===== src/rtl/priority_scan_display_if.sv =====
// ----------------------------------------------------------------------------
// priority_scan_display_if
//
// Purpose:
//   Bundles the request/strobe inputs and the encoded/display outputs of
//   priority_scan_display into a single interface.
//   The clock and reset are not part of it and stay scalar ports.
//
// Parameter:
//   WIDTH     number of request bits (2..256)
//
// Signals:
//   data      [WIDTH-1:0]   request bits, bit WIDTH-1 is the MSB
//   sample                  capture strobe
//   mode                    0 = highest set bit, 1 = lowest set bit
//   hold                    freeze result and ignore sample
//   index     [IDX_W-1:0]   registered encoded result
//   valid                   at least one bit set in last evaluated capture
//   segments  [6:0]         active-high segments, order gfedcba
//   dp                      decimal point, lit when no bit is set
//   digit_en  [DIGITS-1:0]  one-hot digit select, bit 0 = least significant
//
// Modports:
//   master    drives the inputs and observes the outputs (testbench side)
//   slave     the priority_scan_display side
// ----------------------------------------------------------------------------
interface priority_scan_display_if #(
  parameter int WIDTH = 16
);

  localparam int IDX_W  = ($clog2(WIDTH) < 1) ? 1 : $clog2(WIDTH);
  localparam int DIGITS = (IDX_W + 3) / 4;

  logic [WIDTH-1:0]  data;
  logic              sample;
  logic              mode;
  logic              hold;
  logic [IDX_W-1:0]  index;
  logic              valid;
  logic [6:0]        segments;
  logic              dp;
  logic [DIGITS-1:0] digit_en;

  modport master (
    output data, sample, mode, hold,
    input  index, valid, segments, dp, digit_en
  );

  modport slave (
    input  data, sample, mode, hold,
    output index, valid, segments, dp, digit_en
  );

endinterface


===== src/rtl/priority_scan_display.sv =====
// ----------------------------------------------------------------------------
// priority_scan_display
//
// Purpose:
//   Captures a request vector on a sample strobe, encodes the position of
//   the highest (mode=0) or lowest (mode=1) set bit, and shows the encoded
//   index as hex on a time-multiplexed 7-segment display.
//   From sample to a visible index there are two clock edges:
//     - one edge to capture the data;
//     - one edge to evaluate the captured data.
//   An all-zero capture lights only the decimal point ("none").
//
// Parameters:
//   WIDTH     request width (2..256)
//   PRESCALE  clock cycles each digit stays selected (1..65535)
//
// Ports:
//   clk       rising-edge clock
//   rst       synchronous active-high reset
//   bus       priority_scan_display_if.slave; carries:
//               - data, sample, mode, hold in;
//               - index, valid, segments, dp, digit_en out.
// ----------------------------------------------------------------------------
module priority_scan_display #(
  parameter int WIDTH    = 16,
  parameter int PRESCALE = 1000
) (
  input  logic                    clk,
  input  logic                    rst,
  priority_scan_display_if.slave  bus
);

  localparam int IDX_W  = ($clog2(WIDTH) < 1) ? 1 : $clog2(WIDTH);
  localparam int DIGITS = (IDX_W + 3) / 4;
  localparam int PTR_W  = (DIGITS > 1) ? $clog2(DIGITS) : 1;

  localparam logic [15:0]      PS_LAST  = 16'(PRESCALE - 1);
  localparam logic [PTR_W-1:0] PTR_LAST = PTR_W'(DIGITS - 1);

  // Capture stage
  logic [WIDTH-1:0]    r_data_q;
  logic                r_mode_q;
  logic                r_pend;

  // Result stage
  logic [IDX_W-1:0]    r_index;
  logic                r_valid;
  logic                r_none;

  // Display scanning
  logic [15:0]         r_presc;
  logic [PTR_W-1:0]    r_ptr;

  logic                w_capture;
  logic [IDX_W-1:0]    w_hi;
  logic [IDX_W-1:0]    w_lo;
  logic [4*DIGITS-1:0] w_idx_ext;
  logic [3:0]          w_nib;
  logic [6:0]          w_glyph;
  logic [DIGITS-1:0]   w_digit_en;

  // hold masks the strobe; only unmasked strobes load the capture registers.
  assign w_capture = bus.sample & ~bus.hold;

  // Priority encoders over the captured vector.
  // In the upward loop the last hit wins, which gives the highest set bit.
  // In the downward loop the last hit wins, which gives the lowest set bit.
  // Both give 0 for an all-zero vector.
  always_comb begin
    w_hi = '0;
    w_lo = '0;
    for (int i = 0; i < WIDTH; i++) begin
      if (r_data_q[i]) w_hi = IDX_W'(i);
    end
    for (int i = WIDTH - 1; i >= 0; i--) begin
      if (r_data_q[i]) w_lo = IDX_W'(i);
    end
  end

  // Capture and evaluate pipeline.
  // r_pend marks that the capture registers were loaded at the previous
  // edge. Evaluation is keyed on r_pend rather than on hold, for two reasons:
  //   - a capture taken just before hold rises still lands in the result;
  //   - while held, no new capture is loaded, so the result freezes.
  // Reset clears r_pend, which drops any capture still in flight.
  always_ff @(posedge clk) begin
    if (rst) begin
      r_data_q <= '0;
      r_mode_q <= 1'b0;
      r_pend   <= 1'b0;
      r_index  <= '0;
      r_valid  <= 1'b0;
      r_none   <= 1'b1;
    end else begin
      if (w_capture) begin
        r_data_q <= bus.data;
        r_mode_q <= bus.mode;
      end
      r_pend <= w_capture;
      if (r_pend) begin
        r_index <= r_mode_q ? w_lo : w_hi;
        r_valid <= |r_data_q;
        r_none  <= ~(|r_data_q);
      end
    end
  end

  // Prescaler and digit pointer.
  // The pointer steps on the cycle the prescaler wraps.
  // With a single digit, PTR_LAST is 0, so the pointer never leaves 0.
  always_ff @(posedge clk) begin
    if (rst) begin
      r_presc <= '0;
      r_ptr   <= '0;
    end else begin
      if (r_presc == PS_LAST) begin
        r_presc <= '0;
        r_ptr   <= (r_ptr == PTR_LAST) ? '0 : r_ptr + 1'b1;
      end else begin
        r_presc <= r_presc + 16'd1;
      end
    end
  end

  // Nibble selection.
  // The index is zero-extended to a whole number of nibbles, and the nibble
  // under the pointer is picked. Only registered state feeds this path.
  always_comb begin
    w_idx_ext              = '0;
    w_idx_ext[IDX_W-1:0]   = r_index;
    w_nib                  = 4'h0;
    w_digit_en             = '0;
    for (int d = 0; d < DIGITS; d++) begin
      if (r_ptr == PTR_W'(d)) begin
        w_nib         = w_idx_ext[4*d +: 4];
        w_digit_en[d] = 1'b1;
      end
    end
  end

  // Hex glyph table, bit order gfedcba, active high.
  always_comb begin
    w_glyph = 7'b0000000;
    case (w_nib)
      4'h0: w_glyph = 7'b0111111;
      4'h1: w_glyph = 7'b0000110;
      4'h2: w_glyph = 7'b1011011;
      4'h3: w_glyph = 7'b1001111;
      4'h4: w_glyph = 7'b1100110;
      4'h5: w_glyph = 7'b1101101;
      4'h6: w_glyph = 7'b1111101;
      4'h7: w_glyph = 7'b0000111;
      4'h8: w_glyph = 7'b1111111;
      4'h9: w_glyph = 7'b1101111;
      4'hA: w_glyph = 7'b1110111;
      4'hB: w_glyph = 7'b1111100;
      4'hC: w_glyph = 7'b0111001;
      4'hD: w_glyph = 7'b1011110;
      4'hE: w_glyph = 7'b1111001;
      4'hF: w_glyph = 7'b1110001;
      default: w_glyph = 7'b0000000;
    endcase
  end

  // Output assignment.
  // A "none" result blanks every digit and lights only the decimal point.
  assign bus.index    = r_index;
  assign bus.valid    = r_valid;
  assign bus.segments = r_none ? 7'b0000000 : w_glyph;
  assign bus.dp       = r_none;
  assign bus.digit_en = w_digit_en;

endmodule


===== src/flat_wrapper.sv =====
// flat-port wrapper written by rule: the top's interface ports become plain ports
module priority_scan_display_flat 
#(
  parameter int WIDTH    = 16,
  parameter int PRESCALE = 1000
)
  (clk, rst, bus_data, bus_sample, bus_mode, bus_hold, bus_index, bus_valid, bus_segments, bus_dp, bus_digit_en);
  priority_scan_display_if #(.WIDTH(WIDTH)) bus_i ();
  input  logic clk;
  input  logic rst;
  input wire logic [$bits(bus_i.data)-1:0] bus_data;
  input wire logic [$bits(bus_i.sample)-1:0] bus_sample;
  input wire logic [$bits(bus_i.mode)-1:0] bus_mode;
  input wire logic [$bits(bus_i.hold)-1:0] bus_hold;
  output wire logic [$bits(bus_i.index)-1:0] bus_index;
  output wire logic [$bits(bus_i.valid)-1:0] bus_valid;
  output wire logic [$bits(bus_i.segments)-1:0] bus_segments;
  output wire logic [$bits(bus_i.dp)-1:0] bus_dp;
  output wire logic [$bits(bus_i.digit_en)-1:0] bus_digit_en;
  assign bus_i.data = bus_data;
  assign bus_i.sample = bus_sample;
  assign bus_i.mode = bus_mode;
  assign bus_i.hold = bus_hold;
  assign bus_index = bus_i.index;
  assign bus_valid = bus_i.valid;
  assign bus_segments = bus_i.segments;
  assign bus_dp = bus_i.dp;
  assign bus_digit_en = bus_i.digit_en;
  priority_scan_display #(.WIDTH(WIDTH), .PRESCALE(PRESCALE)) u_core (.clk(clk), .rst(rst), .bus(bus_i));
endmodule

===== config.mk =====
export PLATFORM = sky130hd
export DESIGN_NAME = priority_scan_display_flat
export DESIGN_NICKNAME = d
export VERILOG_FILES = /design/src/rtl/priority_scan_display_if.sv /design/src/rtl/priority_scan_display.sv /design/src/flat_wrapper.sv
export SDC_FILE = /design/constraint.sdc
export NUM_CORES = 1
export LEC_CHECK = 0
export CAP_MARGIN = 30
export CORE_MARGIN = 1
export CORE_UTILIZATION = 40
export CTS_CLUSTER_SIZE = 25
export DETAILED_ROUTE_END_ITERATION = 10
export GPL_ROUTABILITY_DRIVEN = 0
export HOLD_SLACK_MARGIN = 0.08
export PLACE_DENSITY = 0.65
export SLEW_MARGIN = 20
export SYNTH_ARGS = -nofsm -noshare
export SYNTH_HDL_FRONTEND = slang
export SYNTH_SLANG_ARGS = --single-unit

===== constraint.sdc =====
create_clock -name clk -period 2.5 [get_ports clk]
set_clock_uncertainty 0.1 [all_clocks]
set_input_delay 0.75 -clock clk [delete_from_list [all_inputs] [get_ports clk]]
set_output_delay 0.75 -clock clk [all_outputs]
set_load 0.02 [all_outputs]

# Word level (Yosys, flattened, before mapping)
# Memory sizes are Yosys's and may differ from the RTL's.
# Index checks and enable logic that the tools add are counted.
word_totals:
  regBits: 41
  romBits: 112
  inputBits: 21
  output_inout_bits: 14
  word_cells: 53
  n_memories: 1
memory_table:
  columns: ["name", "words", "word_bits", "rd", "rd_clocked_by_memory_dff", "wr", "line_no", "text"]
  rows:
  - ["(name not given)", 16, 7, 1, 0, 0, "priority_scan_display.sv:144", "case (w_nib)"]
op_classes:
  n_addsub: 2
  eq_ne: 1
  mux: 36
  bitwise_logic: 3
  reduce_logical: 2
op_table:
  columns: ["op", "count"]
  rows:
  - ["$mux W4", 26]
  - ["$add A16 B1 Y16 const B", 1]
  - ["$eq A16 B10 Y1 const B", 1]
  - ["$reduce_or A16 Y1", 1]
  - ["$mux W3", 4]
  - ["$mux W7", 1]
  - ["$mux W2", 2]
  - ["$mux W1", 3]
  - ["$not A1 Y1", 2]
  - ["$reduce_or A2 Y1", 1]
  - ["$add A1 B1 Y1 const B", 1]
  - ["$and A1 B1 Y1", 1]

# Depth between registers and ports, before layout
# Gate-level depths: netlist (run 1).
logic_depth:
  ltp_word: 17
  depth_mapped: 6

# Worst setup path after synthesis (run 1)
# OpenSTA, ideal clock, no wires.
synth_timing:
  path_kind: "register to output"
  from: "register u_core.r_index[0] (netlist: u_core.bus.index[0])"
  to: "output bus_segments[3]"
  arrival_time_ps: 1729
  path_slack_ps: -79
  path_stages_with_launch: 6
  n_path_buf: 0
  cell_sequence: "dfxtp_1 inv_1 ha_1 inv_1 mux4_2 nor2_1"
synth_via:
  elab_chain_cells: 3
synth_lines:
  columns: ["item", "line_no", "text"]
  rows:
  - ["start, declared", "priority_scan_display.sv:46", "logic [IDX_W-1:0] r_index;"]
  - ["start signal, assigned", "priority_scan_display.sv:101", "r_index <= r_mode_q ? w_lo : w_hi;"]
  - ["$mux W4", "priority_scan_display.sv:134", "if (r_ptr == PTR_W'(d)) begin"]
  - ["$mem_v2 Z16 W7", null, null]
  - ["$mux W7", "priority_scan_display.sv:169", "assign bus.segments = r_none ? 7'b0000000 : w_glyph;"]
  - ["end, declared", "flat_wrapper.sv:17", "output wire logic [$bits(bus_i.segments)-1:0] bus_segments;"]
# No other way between the ends.

# Worst setup path in the final report (run 1)
# Same ends and word-level chain as after synthesis.

==> results by group, run 1 <==
Outcome
  • Status: finished with violations
  • Failing checks: negative setup slack

Final layout
  • Layout area overhead: 40.0%
  • Layout Nets: 255
  • Final core occ: 61.0%
  • Antenna Cells: 0
  • Non-filler instance count after layout: 270
  • Filler cell count: 322
  • Layout cell share with drive strength beyond 1: 21.2%

Yosys
  • Cells after Synth: 183
  • Seq/Total Area, Yosys: 35.0%
  • Synth unique cells: 40
  • Synthesized flop and latch total: 24
  • Top FF cell, synth: dfxtp_1
  • Syn nets: 210
  • Post-synth top area cell: dfxtp_1
  • Most common cell in the netlist: nand2_1
  • FFs w/ async S/R, synth: 0%
  • EDFF count, synth: 0
  • Share of Yosys cell area claimed by the top area cell type: 35.0%
  • Mean Syn Cell Area: 7.51 sq um
  • Commonest cells post-synth: nand2_1, dfxtp_1, a21oi_1, nor2_1, inv_1
  • Mapped Area: 1370 sq um
  • Synth Warn #: 0
  • Synth top area cells: dfxtp_1, nand2_1, a21oi_1

STA
  • RSZ-0062 raised after global routing: true
  • Worst-Margin Slew: 575 ps
  • Final setup violation count: 2
  • Max Clock Freq: 388 MHz
  • Setup slack after layout: -78.7 ps
  • Setup TNS: -107 ps
  • Period utilization: 103%
  • Slew Viols, Final: 0
  • Period minus WS final: 2580 ps
  • Hold Vio Cnt, Final: 0
  • Relative slew margins: 61.3%

Setup path
  • Crit path launch: u_core.bus.index[0]
  • Crit. End Element: output pin
  • Worst Path Arrival: 1730 ps
  • WP data required: 1650 ps
  • FF-to-FF setup slack: 830 ps
  • WS Path Type: reg -> out
  • Setup crit end: bus_segments[3]
  • Crit Path Max Fanout: 4
  • FF-to-FF path depth: 5
  • Worst r2r dst: u_core.bus.index[1]
  • Reg-to-reg startpoint: u_core.r_data_q[14]
  • CP Launch Type: register

Die
  • Initial core utilization: 43.6%
  • Std cell rows: 20
  • DIE AREA: 3670 sq um
  • Core Footprint: 3150 sq um
  • I/O Pins: 35
  • Die width: 60.6 um
  • Die H: 60.6 um

Global routing
  • GRT Total Usage: 20.8%
  • Pin count of the biggest net entering global routing: 19
  • Antenna violations before repair: 0
  • Global-route wire length before repair: 5780 um
  • Number of global-route vias before repair: 1,319
  • Total grt overflow: 0

Clock network
  • Sink Count: 24
  • Register clock-pin slew on the reported worst setup and hold paths: 130 ps
  • Clk Latency, worst-skew pair: 320 ps
  • CTS tree: yes
  • Bufs on Longest Clock Path: 2
  • H-tree levels: 1
  • Clock root buffer: clkbuf_4
  • Hold_buf cts: 0
  • CTS Buf Count: 3

Detailed routing
  • DRC errors left: 0
  • Initial DRC count: 66
  • Vias: 1,439
  • Initial DRT Pass Iterations: 4
  • Via density: 5.33
  • Final antenna-violating net count: 0
  • Drt total wl: 3520 um
  • Drt wl/cell: 13.0 um

Power
  • Pleak: 0.736 nW
  • Total power: 0.828 mW
  • Cell Pwr Density: 431 nW/um^2
  • Worst vdd ir: 0.219 mV

Placement
  • Placed Instances: 267
  • Buffers added on ports: 33
  • Detail Placement HPWL: 2760 um
  • Placement Setup Slack: -229 ps

Min path
  • Hold/Removal Path Class: reg -> reg

Flow run
  • Max Cap Viol: 0
sequential cells by signal, summed over array words and instances, names as in the netlist:
name	count
u_core.bus.index	4
u_core.bus.dp	1
u_core.r_data_q	16
u_core.r_pend	1
u_core.bus.valid	1
u_core.r_mode_q	1
where the power goes:
group | total (mW) | leakage [nW] | switching, mW | internal [mW]
registers | 0.429 | 0.198 | 0.0281 | 0.401
logic | 0.225 | 0.524 | 0.105 | 0.120
clock network | 0.174 | 0.0138 | 0.118 | 0.0567
layer usage:
| layer | track usage [%] | wire [um] | vias up |
|---|---|---|---|
| li1 | - | - | 727 |
| met3 | 3.41 | 130 | 6 |
| met2 | 38.3 | 1820 | 40 |
| met5 | 0 | 0 | - |
| met4 | 7.79 | 63 | 0 |
| met1 | 23.9 | 1500 | 666 |
worst max-delay path, cell delays in order (launching register included):
cell	delay [ps]
dfxtp_4	390
inv_4	50
ha_4	250
inv_2	30
mux4_2	450
nor2_2	100
buf_6	120
logic make-up (layout without fill, tap and decap cells):
kind of cell,count (synthesis),count (layout),share of synthesized area [%]
adder cells (fa/ha/maj),6,6,5.46
multiplexers,3,3,3.10
other,1,1,0.273
buffers and inverters,22,65,6.37
flip-flops,24,24,35.0
AND/OR/NAND/NOR,74,74,24.9
AO/OA/AOI/OAI,53,53,25.0
layout make-up:
| cell class | count | area [sq um] | share of cell area [%] |
|---|---|---|---|
| Tap cell | 44 | 55.1 | 2.86 |
| Clock buffer | 3 | 22.5 | 1.17 |
| Multi-Input combinational cell | 137 | 861 | 44.8 |
| Timing Repair Buffer | 50 | 448 | 23.3 |
| Sequential cell | 24 | 487 | 25.3 |
| Inverter | 12 | 50.0 | 2.60 |
through the flow:
stage / instance area, sq um / hold WS (ps)
4_1_cts: 1890 / 373
6_report: 1920 / 365
3_3_place_gp: 1850 / 337
3_5_place_dp: 1850 / 343
5_1_grt: 1920 / 390
2_1_floorplan: 1380 / 359
worst min-delay path by stage:
stage / startpoint / to / slack, ps / depth (start not counted)
after CTS: u_core.bus.valid / u_core.bus.valid / 370 / 1
after floorplan: u_core.r_data_q[0] / u_core.r_data_q[0] / 360 / 2
after detailed placement: u_core.bus.valid / u_core.bus.valid / 340 / 1
final: u_core.bus.valid / u_core.bus.valid / 370 / 1
after global placement: u_core.bus.valid / u_core.bus.valid / 340 / 1
after global routing: u_core.bus.valid / u_core.bus.valid / 390 / 1
layout by cell type (no fill, tap or decap), drive strengths merged, types with 2 or more instances in the layout:
master	n
nand2	39
nand2b	4
a21oi	23
nor2	14
nor2b	6
o21ai	8
clkdlybuf4s50	26
ha	6
buf	23
nor4	4
nand3	2
a211oi	2
o31ai	4
nor3	2
or4	2
a221oi	4
dfxtp	24
mux2i	2
o211ai	2
inv	12
clkbuf	4
what timing repair did:
item                                    in CTS  in global routing
pin swaps                                    2                  4
gates resized for setup                     45                 11
hold endpoints to repair                     0                  0
endpoints found under the setup margin       7                  8
setup buffers                                0                  0
(Power assumes the default switching activity.)
==> run 2: changes to the inputs <==
- CELL_PAD_IN_SITES_DETAIL_PLACEMENT: unset -> 0
- CELL_PAD_IN_SITES_GLOBAL_PLACEMENT: unset -> 1
- CORE_UTILIZATION: 40 -> 34
- PLACE_DENSITY: 0.65 -> 0.76
==> run 2 against run 1 <==
  * The flow still finishes with violations (negative setup slack)
  * Register-to-register slack about the same
  * Via count down 2.5%
  * Setup slack better by 65 ps
  * Sequential power barely moved
  * Worst hold slack got worse by 6.5 ps
  * Largest cell class unchanged
==> results by group, run 2 (synthesis results as in run 1) <==
Final layout
  • Antenna Cells: 0 (unchanged)
  • Final instance area: 1900 sq um (was 1920 sq um)
  • Area occupied by multi-input gates: 828 sq um (was 861 sq um)
  • Most common cell after layout, fill and taps aside: nand2_1 (unchanged)
  • Most frequent cells in the layout: nand2_1, clkdlybuf4s50_1, a21oi_1, dfxtp_1, buf_4 (unchanged)
  • Layout cell share with drive strength beyond 1: 19.4% (was 21.2%)
  • Non-filler instance count after layout: 275 (was 270)
  • Layout Nets: 255 (unchanged)
  • Largest register by flop count: u_core.r_data_q (unchanged)
  • Final core occ: 50.5% (was 61.0%)
  • Filler cell count: 373 (was 322)
  • Reg area: 483 sq um (was 487 sq um)
  • Max reg flops: 16 (unchanged)
  • Layout area overhead: 38.5% (was 40.0%)

Clock network
  • Sink Count: 24 (unchanged)
  • CTS Buf Count: 3 (unchanged)
  • H-tree levels: 1 (unchanged)
  • Bufs on Longest Clock Path: 2 (unchanged)
  • CTS tree: yes (unchanged)
  • Clk Latency, worst-skew pair: 270 ps (was 320 ps)
  • Clock root buffer: clkbuf_8 (was clkbuf_4)
  • Hold_buf cts: 0 (unchanged)
  • Register clock-pin slew on the reported worst setup and hold paths: 80 ps (was 130 ps)

STA
  • Period utilization: 101% (was 103%)
  • Worst-Margin Slew: 610 ps (was 575 ps)
  • Relative slew margins: 59.0% (was 61.3%)
  • Hold Vio Cnt, Final: 0 (unchanged)
  • Slew Viols, Final: 0 (unchanged)
  • RSZ-0062 raised after global routing: true (unchanged)
  • Period minus WS final: 2510 ps (was 2580 ps)
  • Final setup violation count: 1 (was 2)
  • Max Clock Freq: 398 MHz (was 388 MHz)
  • Setup slack after layout: -13.8 ps (was -78.7 ps)

Detailed routing
  • Drt wl/cell: 12.4 um (was 13.0 um)
  • Initial DRC count: 46 (was 66)
  • DRC errors left: 0 (unchanged)
  • Drt total wl: 3400 um (was 3520 um)
  • Vias: 1,403 (was 1,439)
  • Initial DRT Pass Iterations: 4 (unchanged)
  • Via density: 5.10 (was 5.33)
  • Final antenna-violating net count: 0 (unchanged)

Placement
  • Dpl cell area: 1850 sq um (about the same)
  • Buffers added on ports: 33 (unchanged)
  • Detail Placement HPWL: 2680 um (was 2760 um)
  • Placed Instances: 270 (was 267)

Min path
  • Hold/Removal Path Class: reg -> reg (unchanged)
  • Hold path depth: 1 (unchanged)

Die
  • Die H: 65.6 um (was 60.6 um)
  • I/O Pins: 35 (unchanged)
  • Core Footprint: 3770 sq um (was 3150 sq um)
  • DIE AREA: 4300 sq um (was 3670 sq um)
  • Initial core utilization: 36.4% (was 43.6%)
  • Die width: 65.6 um (was 60.6 um)
  • Std cell rows: 22 (was 20)

Setup path
  • Crit-path max cell delay: 460 ps (was 450 ps)
  • Critical path cell sequence: inv_4 > ha_4 > inv_2 > mux4_2 > nor2_2 > buf_6 (unchanged)
  • Worst path slowest cell: mux4_2 (unchanged)
  • CP Launch Type: register (unchanged)
  • Worst Path Arrival: 1660 ps (was 1730 ps)
  • CP Depth: 6 (unchanged)
  • Cell family with most CP delay: multiplexers (unchanged)
  • WS Path Type: reg -> out (unchanged)
  • Crit Path Max Fanout: 4 (unchanged)
  • Crit. End Element: output pin (unchanged)
  • WP data required: 1650 ps (about the same)
  • FF-to-FF path depth: 5 (unchanged)
  • Worst path bufs/invs: 3 (unchanged)

Power
  • Pleak: 0.729 nW (was 0.736 nW)
  • Worst vdd ir: 0.184 mV (was 0.219 mV)
  • Cell Pwr Density: 478 nW/um^2 (was 431 nW/um^2)

Global routing
  • GRT Total Usage: 18.0% (was 20.8%)
  • Total grt overflow: 0 (unchanged)
  • Global-route wire length before repair: 6070 um (was 5780 um)
  • Number of global-route vias before repair: 1,387 (was 1,319)
  • Antenna violations before repair: 0 (unchanged)
  • Pin count of the biggest net entering global routing: 19 (unchanged)

Outcome
  • Status: finished with violations (unchanged)
  • Failing checks: negative setup slack (unchanged)

Flow run
  • Max Cap Viol: 0 (unchanged)
run 2: final cells by class:
| cell class | instances | share of cell area, % |
|---|---|---|
| timing repair buffer | 50 | 22.6 |
| tap | 48 | 3.16 |
| inverter | 12 | 2.50 |
| multi-input combinational | 137 | 43.5 |
| sequential | 24 | 25.4 |
| clock buffer | 4 | 2.89 |
run 2: metal layers:
metal  share of wire (%)  global-route usage, %  wire length [um]
met5                   0                      0                 0
met4                 2.4                   6.79                80
met3                 4.5                   3.30               152
met2                  48                   32.0              1630
met1                  45                   21.3              1540
run 2: path summary, 6_finish.rpt:
path                         endpoint  slack, ps                start
setup reg to reg  u_core.bus.index[1]        830  u_core.r_data_q[14]
setup / recovery      bus_segments[3]        -10  u_core.bus.index[1]
hold reg to reg      u_core.bus.valid        360     u_core.bus.valid
hold / removal       u_core.bus.valid        360     u_core.bus.valid
run 2: power breakdown:
group / total (mW) / internal [mW] / switching, mW / leakage [nW]
clock: 0.263 / 0.141 / 0.122 / 0.0288
combinational: 0.219 / 0.116 / 0.103 / 0.503
sequential: 0.428 / 0.401 / 0.0273 / 0.197
total: 0.910 / 0.657 / 0.253 / 0.729
run 2: repair_timing:
item / CTS / global route
setup buffers: 0 / 1
endpoints found under the setup margin: 7 / 7
gates cloned: 0 / 0
gates resized for setup: 28 / 13
pin swaps: 0 / 2
run 2: through the flow:
stage                     total power, mW  worst slack [ps]  setup TNS, ps  hold WS, ps
after floorplan                     0.555              11.6              0          359
after global routing                0.972             -95.6           -185          396
after CTS                           0.912             -56.4          -56.4          361
final                               0.910             -13.8          -13.8          359
after detailed placement            0.653              -231           -558          341
after global placement              0.647              -170           -335          338
==> run 3: changes to the inputs <==
- MAX_ROUTING_LAYER: unset -> met4
==> run 3 against run 2 <==
  * The flow still finishes with violations (negative setup slack)
  * First-iteration DRC count unchanged
  * Register-to-register slack about the same
  * Via count about the same
==> results by group, run 3 (synthesis results as in run 1) <==
Outcome
  • Status: finished with violations (unchanged)
  • Failing checks: negative setup slack (unchanged)

Min path
  • Hold/Removal Path Class: reg -> reg (unchanged)

Clock network
  • Clk Latency, worst-skew pair: 260 ps (was 270 ps)
  • Register clock-pin slew on the reported worst setup and hold paths: 80 ps (about the same)
  • Bufs on Longest Clock Path: 2 (unchanged)
  • Sink Count: 24 (unchanged)
  • H-tree levels: 1 (unchanged)
  • Clock root buffer: clkbuf_8 (unchanged)
  • CTS tree: yes (unchanged)
  • CTS Buf Count: 3 (unchanged)

Final layout
  • Antenna Cells: 0 (unchanged)
  • Layout Nets: 255 (unchanged)
  • Max reg flops: 16 (unchanged)
  • Largest register by flop count: u_core.r_data_q (unchanged)
  • Layout cell share with drive strength beyond 1: 19.4% (unchanged)
  • Most common cell after layout, fill and taps aside: nand2_1 (unchanged)
  • Final core occ: 50.5% (unchanged)
  • Layout area overhead: 38.5% (unchanged)
  • Most frequent cells in the layout: nand2_1, clkdlybuf4s50_1, a21oi_1, dfxtp_1, buf_4 (unchanged)

Detailed routing
  • DRC errors left: 0 (unchanged)
  • Initial DRC count: 46 (unchanged)
  • Via density: 5.10 (about the same)
  • Final antenna-violating net count: 0 (unchanged)
  • Drt wl/cell: 12.3 um (was 12.4 um)
  • Vias: 1,402 (was 1,403)
  • Drt total wl: 3380 um (was 3400 um)
  • Initial DRT Pass Iterations: 4 (unchanged)

Setup path
  • Crit Path Max Fanout: 4 (unchanged)
  • Worst Path Arrival: 1660 ps (about the same)
  • WS Path Type: reg -> out (unchanged)
  • WP data required: 1650 ps (about the same)
  • CP Launch Type: register (unchanged)
  • Crit. End Element: output pin (unchanged)
  • FF-to-FF setup slack: 830 ps (about the same)

Flow run
  • Max Cap Viol: 0 (unchanged)

STA
  • Final setup violation count: 1 (unchanged)
  • RSZ-0062 raised after global routing: true (unchanged)
  • Slew Viols, Final: 0 (unchanged)
  • Period utilization: 101% (about the same)
  • Setup TNS: -13.8 ps (about the same)
  • Relative slew margins: 59.5% (was 59.0%)
  • Setup slack after layout: -13.8 ps (about the same)
  • Final Hold Slack: 359 ps (about the same)
  • Period minus WS final: 2510 ps (about the same)
  • Hold Vio Cnt, Final: 0 (unchanged)
  • Worst-Margin Slew: 602 ps (was 610 ps)
  • Max Clock Freq: 398 MHz (about the same)

Global routing
  • Number of global-route vias before repair: 1,394 (was 1,387)
  • Global-route wire length before repair: 6060 um (was 6070 um)
  • Total grt overflow: 0 (unchanged)
  • Antenna violations before repair: 0 (unchanged)
  • GRT Total Usage: 18.5% (was 18.0%)
  • Pin count of the biggest net entering global routing: 19 (unchanged)

Placement
  • Buffers added on ports: 33 (unchanged)
  • Detail Placement HPWL: 2680 um (unchanged)

Power
  • Pleak: 0.729 nW (unchanged)
  • Cell Pwr Density: 478 nW/um^2 (about the same)
  • Total power: 0.909 mW (was 0.910 mW)
  • Worst vdd ir: 0.183 mV (was 0.184 mV)

Die
  • Core Footprint: 3770 sq um (unchanged)
  • Die H: 65.6 um (unchanged)
  • I/O Pins: 35 (unchanged)
  • DIE AREA: 4300 sq um (unchanged)
  • Die width: 65.6 um (unchanged)
  • Std cell rows: 22 (unchanged)
  • Initial core utilization: 36.4% (unchanged)
## run 3: metal layers
metal  global-route usage (%)  routed length, um  vias to the layer above
met2                     32.0               1640                       38
met1                     21.2               1540                      633
met5                        -                  0                        -
met3                     3.30                129                        9
met4                     6.79                 74                        0
li1                         -                  -                      722
## run 3: repair_timing
action / 4_1_cts / 5_1_grt
pin swaps: 0 / 2
setup buffers: 0 / 1
gates resized for setup: 28 / 13
setup endpoints to repair: 7 / 7
hold buffers: 0 / 0
## run 3: final timing paths
path | start | to | cells past startpoint
max | u_core.bus.index[1] | bus_segments[3] | 6
min reg2reg | u_core.bus.valid | u_core.bus.valid | 1
max reg2reg | u_core.r_data_q[14] | u_core.bus.index[1] | 5
min | u_core.bus.valid | u_core.bus.valid | 1
## run 3: power by group
group	switching [mW]	total [mW]	internal, mW
Sequential	0.0272	0.428	0.401
Clock	0.122	0.262	0.141
Combinational	0.103	0.219	0.116
Total	0.252	0.909	0.657
## run 3: stage by stage
stage                     instance area [sq um]  setup WS, ps  instances
final                                      1900         -13.8        275
after global routing                       1900         -95.6        275
after CTS                                  1890         -56.4        274
after detailed placement                   1850          -231        270
after global placement                     1850          -170        270
after floorplan                            1380          11.6        183
## run 3: worst max-delay path: stages (launching register included)
cell     delay [ps]
dfxtp_2         360
inv_4            50
ha_4            250
inv_2            30
mux4_2          460
nor2_2          130
buf_6           120
## run 3: final cells by class
class                      instances  area [sq um]
clock buffer                       4          55.1
fill                             373          1870
inverter                          12          47.5
multi-input combinational        137           828
sequential                        24           483
tap                               48          60.1
timing repair buffer              50           429
